`config.mk`:
```
export PLATFORM = sky130hd
export DESIGN_NAME = cmd_parser
export DESIGN_NICKNAME = d
export VERILOG_FILES = /design/src/rtl/cmd_pkg.sv /design/src/rtl/hex_nibble_ascii.sv /design/src/rtl/cmd_parser.sv
export SDC_FILE = /design/constraint.sdc
export NUM_CORES = 1
export LEC_CHECK = 0
export BUFFER_PORTS_ARGS = -buffer_cell sky130_fd_sc_hd__buf_4
export CORE_MARGIN = 4
export CORE_UTILIZATION = 36
export CTS_BUF_LIST = sky130_fd_sc_hd__clkbuf_8
export DETAILED_ROUTE_END_ITERATION = 8
export MAX_ROUTING_LAYER = met4
export PLACE_DENSITY = 0.53
export SETUP_SLACK_MARGIN = 0.2
export SLEW_MARGIN = 20
export SYNTH_ARGS = -nofsm -noshare
export SYNTH_HDL_FRONTEND = slang
export SYNTH_SLANG_ARGS = --single-unit
```
`constraint.sdc`:
```
create_clock -name clk -period 2.73 [get_ports clk]
set_input_delay 0.4095 -clock clk [delete_from_list [all_inputs] [get_ports clk]]
set_output_delay 0.4095 -clock clk [all_outputs]
set_load 0.02 [all_outputs]
```
`src/rtl/cmd_pkg.sv`:
```
// cmd_pkg: shared definitions for the serial command parser.
//   state_t       - parser FSM state encoding
//   CH_*          - ASCII characters with protocol meaning
//   ARG_LETTERS   - command letters that take a binary argument
//   isArgLetter() - true for a letter in ARG_LETTERS
//   isLetter()    - true for 'A'..'Z' or 'a'..'z'
package cmd_pkg;

  typedef enum logic [2:0] {
    IDLE,
    GET_ARG,
    GET_IDX,
    EXEC,
    SEND_HI,
    SEND_LO,
    ACK,
    NAK
  } state_t;

  localparam logic [7:0] CH_ACK      = 8'h2A;  // '*'
  localparam logic [7:0] CH_NAK      = 8'h21;  // '!'
  localparam logic [7:0] CH_QUERY    = 8'h3F;  // '?'
  localparam logic [7:0] CH_RESET    = 8'h52;  // 'R'
  localparam logic [7:0] CH_ECHO_ON  = 8'h45;  // 'E'
  localparam logic [7:0] CH_ECHO_OFF = 8'h65;  // 'e'
  localparam logic [7:0] CH_ZERO     = 8'h30;  // '0'
  localparam logic [7:0] CH_ONE      = 8'h31;  // '1'
  localparam logic [7:0] CH_NINE     = 8'h39;  // '9'

  localparam int NUM_ARG_LETTERS = 3;
  localparam logic [8*NUM_ARG_LETTERS-1:0] ARG_LETTERS = {8'h56, 8'h59, 8'h4B};  // 'V','Y','K'

  function automatic logic isArgLetter(input logic [7:0] c);
    logic hit;
    hit = 1'b0;
    for (int i = 0; i < NUM_ARG_LETTERS; i++) begin
      if (c == ARG_LETTERS[8*i +: 8]) hit = 1'b1;
    end
    return hit;
  endfunction

  function automatic logic isLetter(input logic [7:0] c);
    return ((c >= 8'h41) && (c <= 8'h5A)) || ((c >= 8'h61) && (c <= 8'h7A));
  endfunction

endpackage

```
`src/rtl/hex_nibble_ascii.sv`:
```
// hex_nibble_ascii: converts a 4-bit value to its uppercase ASCII hex digit.
//   nibble - binary value 0..15
//   ascii  - '0'..'9' or 'A'..'F'
module hex_nibble_ascii
  import cmd_pkg::*;
(
  input  logic [3:0] nibble,
  output logic [7:0] ascii
);

  // 'A' - 10 = 0x37, so letters reuse the same adder with a different base.
  always_comb begin
    if (nibble < 4'd10) ascii = CH_ZERO + {4'h0, nibble};
    else                ascii = 8'h37 + {4'h0, nibble};
  end

endmodule

```
`src/rtl/cmd_parser.sv`:
```
// cmd_parser: single-character UART command parser.
//   clk, rst_n         - clock, synchronous active-low reset
//   rxData, rxValid    - received character and its one-cycle strobe
//   txData, txDataWr   - character to UART and its write strobe
//   txReady            - UART accepts a write this cycle
//   statusIn           - NUM_STATUS packed 8-bit status channels
//   cmdValid           - one-cycle command strobe with cmdCode/cmdArg
//   echoEn             - echo mode flag
//   busy               - FSM not in IDLE
module cmd_parser
  import cmd_pkg::*;
#(
  parameter int ARG_BITS       = 16,
  parameter int NUM_STATUS     = 4,
  parameter int TIMEOUT_CYCLES = 1000000
) (
  input  logic                    clk,
  input  logic                    rst_n,
  input  logic [7:0]              rxData,
  input  logic                    rxValid,
  output logic [7:0]              txData,
  output logic                    txDataWr,
  input  logic                    txReady,
  input  logic [8*NUM_STATUS-1:0] statusIn,
  output logic                    cmdValid,
  output logic [7:0]              cmdCode,
  output logic [ARG_BITS-1:0]     cmdArg,
  output logic                    echoEn,
  output logic                    busy
);

  localparam int CNT_W  = $clog2(ARG_BITS + 1);
  localparam int IDLE_W = (TIMEOUT_CYCLES > 1) ? $clog2(TIMEOUT_CYCLES) : 1;

  state_t              state;
  logic [ARG_BITS-1:0] shiftReg;
  logic [CNT_W-1:0]    bitCnt;
  logic [IDLE_W-1:0]   idleCnt;
  logic [7:0]          statusByte;
  logic                echoFull;
  logic [7:0]          echoByte;
  logic                rxReset;
  logic                isDigit;
  logic                statusHit;
  logic [7:0]          statusSel;
  logic [3:0]          hexNibble;
  logic [7:0]          hexChar;
  logic                respPending;
  logic [7:0]          respByte;
  logic                echoWr;
  logic                respWr;

  assign rxReset  = rxValid && (rxData == CH_RESET);
  assign isDigit  = (rxData >= CH_ZERO) && (rxData <= CH_NINE);
  assign busy     = (state != IDLE);
  assign cmdValid = (state == EXEC);

  always_comb begin
    statusHit = 1'b0;
    statusSel = 8'h00;
    for (int i = 0; i < NUM_STATUS; i++) begin
      if (isDigit && (rxData[3:0] == 4'(i))) begin
        statusHit = 1'b1;
        statusSel = statusIn[8*i +: 8];
      end
    end
  end

  assign hexNibble = (state == SEND_HI) ? statusByte[7:4] : statusByte[3:0];

  hex_nibble_ascii uHex (
    .nibble (hexNibble),
    .ascii  (hexChar)
  );

  always_comb begin
    respPending = 1'b1;
    case (state)
      SEND_HI, SEND_LO: respByte = hexChar;
      ACK:              respByte = CH_ACK;
      NAK:              respByte = CH_NAK;
      default: begin
        respByte    = 8'h00;
        respPending = 1'b0;
      end
    endcase
  end

  // Echo wins the UART; a stalled FSM response simply waits in its state.
  assign echoWr   = txReady && echoFull;
  assign respWr   = txReady && !echoFull && respPending;
  assign txDataWr = rst_n && (echoWr || respWr);
  assign txData   = !rst_n ? 8'h00 : echoWr ? echoByte : respWr ? respByte : 8'h00;

  always_ff @(posedge clk) begin
    if (!rst_n) begin
      state      <= IDLE;
      cmdCode    <= 8'h00;
      cmdArg     <= '0;
      echoEn     <= 1'b0;
      shiftReg   <= '0;
      bitCnt     <= '0;
      idleCnt    <= '0;
      statusByte <= 8'h00;
      echoFull   <= 1'b0;
      echoByte   <= 8'h00;
    end else begin
      // Echo buffer: a newer character overwrites an unsent one.
      if (rxReset)                begin echoFull <= 1'b0; end
      else if (rxValid && echoEn) begin echoFull <= 1'b1; echoByte <= rxData; end
      else if (echoWr)            begin echoFull <= 1'b0; end

      if (rxReset) begin
        state    <= IDLE;
        shiftReg <= '0;
        bitCnt   <= '0;
        idleCnt  <= '0;
      end else begin
        case (state)
          IDLE: if (rxValid) begin
            if (isArgLetter(rxData)) begin
              cmdCode  <= rxData;
              shiftReg <= '0;
              bitCnt   <= '0;
              idleCnt  <= '0;
              state    <= GET_ARG;
            end else if (rxData == CH_QUERY) begin
              idleCnt <= '0;
              state   <= GET_IDX;
            end else if (rxData == CH_ECHO_ON) begin
              echoEn <= 1'b1;
              state  <= ACK;
            end else if (rxData == CH_ECHO_OFF) begin
              echoEn <= 1'b0;
              state  <= ACK;
            end else if (isLetter(rxData)) begin
              cmdCode <= rxData;
              cmdArg  <= '0;
              state   <= EXEC;
            end else begin
              state <= NAK;
            end
          end
          GET_ARG: begin
            if (bitCnt == CNT_W'(ARG_BITS)) begin
              cmdArg <= shiftReg;
              state  <= EXEC;
            end else if (rxValid) begin
              idleCnt <= '0;
              if ((rxData == CH_ZERO) || (rxData == CH_ONE)) begin
                shiftReg <= (shiftReg << 1) | ARG_BITS'(rxData[0]);
                bitCnt   <= bitCnt + 1'b1;
              end else begin
                shiftReg <= '0;
                bitCnt   <= '0;
                state    <= NAK;
              end
            end else if (idleCnt == IDLE_W'(TIMEOUT_CYCLES - 1)) begin
              shiftReg <= '0;
              bitCnt   <= '0;
              idleCnt  <= '0;
              state    <= NAK;
            end else begin
              idleCnt <= idleCnt + 1'b1;
            end
          end
          GET_IDX: begin
            if (rxValid) begin
              idleCnt <= '0;
              if (statusHit) begin
                statusByte <= statusSel;
                state      <= SEND_HI;
              end else begin
                state <= NAK;
              end
            end else if (idleCnt == IDLE_W'(TIMEOUT_CYCLES - 1)) begin
              idleCnt <= '0;
              state   <= NAK;
            end else begin
              idleCnt <= idleCnt + 1'b1;
            end
          end
          EXEC:    state <= ACK;
          SEND_HI: if (respWr) state <= SEND_LO;
          SEND_LO, ACK, NAK: if (respWr) state <= IDLE;
          default: state <= IDLE;
        endcase
      end
    end
  end

endmodule

```
==> results of run 1 <==
==> final cells by class <==
class	instances	area [um2]
repair buffers	107	811
fillers	1228	6410
well taps	168	210
clock inverters	4	36.3
inverters	14	52.6
clock buffers	12	165
multi-input cells	379	2700
flip-flops and latches	86	1730
==> cell families after synthesis <==
family          after synthesis  share of synthesized area [%]
xor+xnor                     19                           3.70
mux                          28                           8.47
buf+inv                      53                           4.78
simple gates                222                           26.8
fa+ha+maj                     4                           1.11
compound gates              106                           16.9
flops                        86                           38.2
==> critical path, stage by stage (launching register included) <==
cell and delay, ns:
dfxtp_2 0.35, nor3b_4 0.22, buf_6 0.17, mux2i_4 0.28, ha_4 0.24, o221ai_2 0.16
o21ai_1 0.08, a21boi_1 0.14, buf_4 0.16
==> cell usage after synthesis (4+ instances only) <==
cell type,n
nor2_1,37
o21ai_0,31
nor2b_1,20
nand2b_1,4
nand3_1,38
clkbuf_1,23
inv_1,13
xnor2_1,16
mux4_2,8
ha_1,4
nand2_1,48
a21boi_0,11
buf_2,12
mux2i_1,19
nor4_1,12
dfxtp_1,86
a21oi_1,13
nand4_1,5
a32o_1,16
nor3_1,15
o211ai_1,7
and3_1,7
a31oi_1,4
==> layout by cell type (no fill, tap or decap), drive strengths merged, types with 4 or more instances in the layout <==
master and instances:
dfxtp 86, inv 15, buf 107, xnor2 16
a32o 16, and3 7, nand2 48, nand2b 4
a31oi 4, nor4 14, mux4 8, a21oi 13
nand3 38, ha 4, nor2 39, nor3 15
clkbuf 12, a21boi 12, nand4 5, o211ai 7
nor2b 20, o21ai 31, mux2i 19
==> worst paths after layout <==
kind	depth (start not counted)	slack, ns	end	startpoint
min	3	0.34	echoByte[6]$_SDFFE_PN0P_	rxData[6]
max	8	0.17	txData[1]	state[0]$_SDFFE_PP0P_
max reg2reg	9	0.31	idleCnt[10]$_SDFFE_PP0P_	bitCnt[0]$_SDFFE_PP0P_
min reg2reg	2	0.44	cmdCode[7]$_SDFFE_PN0P_	cmdCode[7]$_SDFFE_PN0P_
==> what timing repair did <==
| item | CTS | global route |
|---|---|---|
| resized for setup | 12 | 17 |
| setup buffers | 9 | 1 |
| pin swaps | 4 | 4 |
| setup endpoints to repair | 5 | 35 |
==> flip-flops by register name (all words and copies together), names as in the netlist, 3 cells and up <==
register,count
bitCnt,5
cmdArg,16
cmdCode,8
echoByte,8
idleCnt,20
shiftReg,16
state,3
statusByte,8
==> power by group through the flow <==
stage                     logic [mW]  registers (mW)  clock network (mW)
after floorplan                0.741            1.35                   0
after global placement          1.13            1.33                   0
after detailed placement        1.13            1.34                   0
after CTS                       1.22            1.31               0.954
after global routing            1.38            1.33                1.00
final                           1.27            1.32               0.915
==> metal layers <==
metal	routed length [um]	GRT usage, %	vias to the layer above
li1	-	-	2053
met1	5990	23.5	1951
met2	5470	26.1	59
met3	337	3.06	12
met4	144	5.73	0
met5	0	-	-
==> metrics by stage <==
stage	hold slack, ns	utilization (%)	instances	total power, mW
after global placement	0.419	43.6	744	2.46
final	0.343	47.1	770	3.51
after floorplan	0.435	-	518	2.09
after global routing	0.368	47.1	770	3.71
after detailed placement	0.424	43.6	744	2.47
after CTS	0.319	46.2	769	3.49
==> impl_metrics.ini, run 1 <==
[yosys]
yosys.cell_types.count = 63
synth_edf_count = 0
netlist_area_um2 = 4500
synth_ff_type = dfxtp_1
yosysWarnings = 0
synth_seq_cells = 86
synth.avg_cell_area_um2 = 8.69
yosys.area.top_type = dfxtp_1
yosys.area.top_type_share_pct = 38.2
synthCells = 518
yosysSeqAreaShare_pct = 38.2
syn-num-nets = 566
synth-async-reset-ratio_pct = 0
synth_area_leaders = dfxtp_1 (38%), mux2i_1 (4.2%), nand3_1 (4.2%)

[pwr]
ir_drop_mv = 0.242
seqPwrFrac_pct = 37.8
p_leak_nw = 2.05
powerDensity_nw_per_um2 = 615
p_sw_mw = 1.28
comb_power_share_pct = 36.2
pwr-share-clk_pct = 26.1
swShare_pct = 36.6
p_int_mw = 2.22

[timing]
hold_violations = 0
max_freq_ghz = 0.391
max_slew.worst_pin.slew_ns = 0.800
fin_crit_sh_pct = 93.6
setup_tns_ns = 0
fin_crit_ns = 2.56
slew_headroom_pct = 46.4
fin_ws_ns = 0.173
slew_violations = 0
grt_setup_unrepaired = true
fin_worst_skew_ns = 0.0110
setup_violations = 0

[floorplanning]
ios = 80
dieArea_um2 = 14400
start_util_pct = 37.2
die_h_um = 120
rows = 40
core_area_um2 = 12100
die_w_um = 120

[cells_and_area]
fin_area_um2 = 5700
area_growth_pct = 26.6
nets = 645
drive_above_1_share_pct = 26.6
n_antenna_cell = 0

[detailed_routing]
drt-total-wl_mm = 11.9
dr.pass1.iters = 4
viasPerCell = 5.29
first_iter_violations = 152
ant_nets = 0
wl_per_cell_um = 15.5
vias = 4075
drc_errors = 0

[placed_design]
dp_hpwl_mm = 8.24
io_buffer_count = 79
placed_area_um2 = 5290
pre_cts_slack_ns = 0.226
routabilityCongestion = 0.814

[clock_tree]
numCtsBuffers = 9
cts_tree = built
clk_latency_ns = 0.37
cts.sinks = 86
htree_levels = 3
clk_path_buf_depth = 2
ctsHoldBuffers = 0
clk_pin_slew_ns = 0.09
cts_root_buf = clkbuf_8

[critical_path]
crit_required_ns = 2.32
cp_data_arrival_time_ns = 2.15
crit_type = register to output pin
start_kind = register
crit_path_end_kind = output pin
crit_fanout = 6

[global_routing]
grt_pass1_wl_mm = 19.8
overflow = 0
antenna_found_initial = 0
grt_max_degree = 38
grt_pass1_vias = 3983
grt_use_total_pct = 17.3

[min_path]
min_path_type = input port to register

[status]
outcome = completed

[run]
maxCapViolCount = 0
No activity file was read; power rests on OpenSTA's default activity.
==> inputs of run 2 (changes only) <==
--- a/config.mk
+++ b/config.mk
@@ -5,13 +5,13 @@
 export SDC_FILE = /design/constraint.sdc
 export NUM_CORES = 1
 export LEC_CHECK = 0
-export BUFFER_PORTS_ARGS = -buffer_cell sky130_fd_sc_hd__buf_4
 export CORE_MARGIN = 4
-export CORE_UTILIZATION = 36
+export CORE_UTILIZATION = 30
 export CTS_BUF_LIST = sky130_fd_sc_hd__clkbuf_8
 export DETAILED_ROUTE_END_ITERATION = 8
+export DONT_BUFFER_PORTS = 1
 export MAX_ROUTING_LAYER = met4
-export PLACE_DENSITY = 0.53
+export PLACE_DENSITY = 0.42
 export SETUP_SLACK_MARGIN = 0.2
 export SLEW_MARGIN = 20
 export SYNTH_ARGS = -nofsm -noshare
==> run 2 against run 1 <==
Sequential power barely moved. Clock skew rose by 0.0025 ns. Critical endpoint unchanged. Global-route usage fell by 1.7 points. First-iteration DRC count rose by 59%. Power fell by 2.5%. Routed wire length rose by 6.8%. Sequential cell count did not move. Count of clock-buffer cells in the layout fell by 3. Via count fell by 5.1%. Register-to-register slack improved by 0.08 ns. Critical path type unchanged.
==> impl_metrics.ini, run 2 (same netlist as run 1, synthesis figures left out) <==
[status]
outcome = completed

[floorplanning]
ios = 80
die_w_um = 131
rows = 44
start_util_pct = 30.8
die_h_um = 131
core_area_um2 = 14600
dieArea_um2 = 17000

[global_routing]
use_met2_pct = 22.6
grt_use_total_pct = 15.6
overflow = 0
grt_pass1_wl_mm = 20.2
use_met3_pct = 4.51
grt.met1_usage_pct = 20.8
antenna_found_initial = 1
busiest_layer = met2
grt_max_degree = 55
grt_pass1_vias = 3663

[clock_tree]
cts.sinks = 86
cts_root_buf = clkbuf_8
clk_path_buf_depth = 2
htree_levels = 3
numCtsBuffers = 9
ctsHoldBuffers = 0
cts_tree = built
clk_pin_slew_ns = 0.09
clk_latency_ns = 0.38

[critical_path]
start_kind = register
r2r_cells = 10
crit_required_ns = 2.32
crit_type = register to output pin
crit_fanout = 5
crit_path_end_kind = output pin
cp_data_arrival_time_ns = 2.20

[cells_and_area]
largestRegisters = idleCnt (20), cmdArg (16), shiftReg (16)
drive_above_1_share_pct = 18.8
area_growth_pct = 16.4
largest_reg_flops = 20
nets = 572
regMostFlops = idleCnt
final_cell_mix = dfxtp_1 (82), nand2_1 (47), nand3_1 (38)
final_common_cell = dfxtp_1

[pwr]
powerDensity_nw_per_um2 = 653
p_leak_nw = 1.67
ir_drop_mv = 0.283

[timing]
hold_violations = 0
fin_crit_sh_pct = 95.5
setup_violations = 0
setup_tns_ns = 0
fin_crit_ns = 2.61
max_slew.worst_pin.slew_ns = 0.558
max_freq_ghz = 0.383
fin_ws_ns = 0.122
grt_setup_unrepaired = true
fin_worst_skew_ns = 0.0135
slew_headroom_pct = 62.7
slew_violations = 0

[min_path]
min_path_type = input port to register
hold_depth = 1

[detailed_routing]
vias = 3869
dr.pass1.iters = 6
ant_nets = 0
first_iter_violations = 241
viasPerCell = 5.43
drt-total-wl_mm = 12.8
wl_per_cell_um = 17.9
drc_errors = 0

[placed_design]
io_buffer_count = 0
dp_hpwl_mm = 8.51
routabilityCongestion = 0.812
pre_cts_slack_ns = 0.0361

[run]
maxCapViolCount = 0
## run 2: cell count changes in the layout (fill, tap and decap cells not counted), moves of 2 or more
cell / before / now
clkbuf_8: 12 / 9
buf_4: 105 / 31
nor4_2: 4 / 9
nor4_1: 8 / 3
dfxtp_4: 0 / 2
a21oi_2: 0 / 2
## run 2: cell type report
cell class	count	area (um2)
diodes	1	2.50
clock buffers	9	124
clock inverters	6	46.3
fillers	1533	9400
inverters	14	52.6
multi-input cells	379	2780
flip-flops and latches	86	1730
well taps	184	230
repair buffers	34	275
## run 2: critical path, stage by stage (launching register included)
cell and delay (ns):
dfxtp_4 0.36, nor3b_4 0.23, buf_6 0.17, mux2i_4 0.27, ha_4 0.24, o221ai_4 0.18
o21ai_2 0.07, a21boi_1 0.14, buf_4 0.16
## run 2: layer usage
metal | vias to the layer above | part of all wire (%)
met5 | - | 0
met4 | 0 | 2.0
met3 | 15 | 5.3
met2 | 84 | 45
met1 | 1861 | 47
li1 | 1909 | -
## run 2: per-stage QoR
| step | area [um2] | utilization, % | instances | hold slack [ns] | power, mW |
|---|---|---|---|---|---|
| after floorplan | 4500 | - | 518 | 0.435 | 2.09 |
| after global placement | 4780 | 32.7 | 689 | 0.449 | 2.41 |
| after detailed placement | 4780 | 32.7 | 689 | 0.463 | 2.41 |
| after CTS | 5100 | 34.9 | 710 | 0.135 | 3.37 |
| after global routing | 5240 | 35.8 | 713 | 0.134 | 3.61 |
| final | 5240 | 35.8 | 713 | 0.155 | 3.42 |
## run 2: what timing repair did
action                                  CTS  global route
endpoints found under the hold margin     0             0
buffers inserted                          6             2
pin swaps                                 4             9
gates resized for setup                  23            21
endpoints found under the setup margin   20            29
## run 2: path summary, 6_finish.rpt
check,slack (ns),to,start
setup / recovery,0.12,txData[1],state[0]$_SDFFE_PP0P_
hold / removal,0.15,cmdCode[6]$_SDFFE_PN0P_,rst_n
setup reg to reg,0.39,idleCnt[18]$_SDFFE_PP0P_,bitCnt[0]$_SDFFE_PP0P_
hold reg to reg,0.47,shiftReg[15]$_SDFFE_PP0P_,shiftReg[15]$_SDFFE_PP0P_
## run 2: report_power, final
group          switching, mW  internal [mW]  total (mW)
Sequential            0.0357           1.30        1.33
Combinational          0.759          0.488        1.25
Clock                  0.509          0.332       0.841
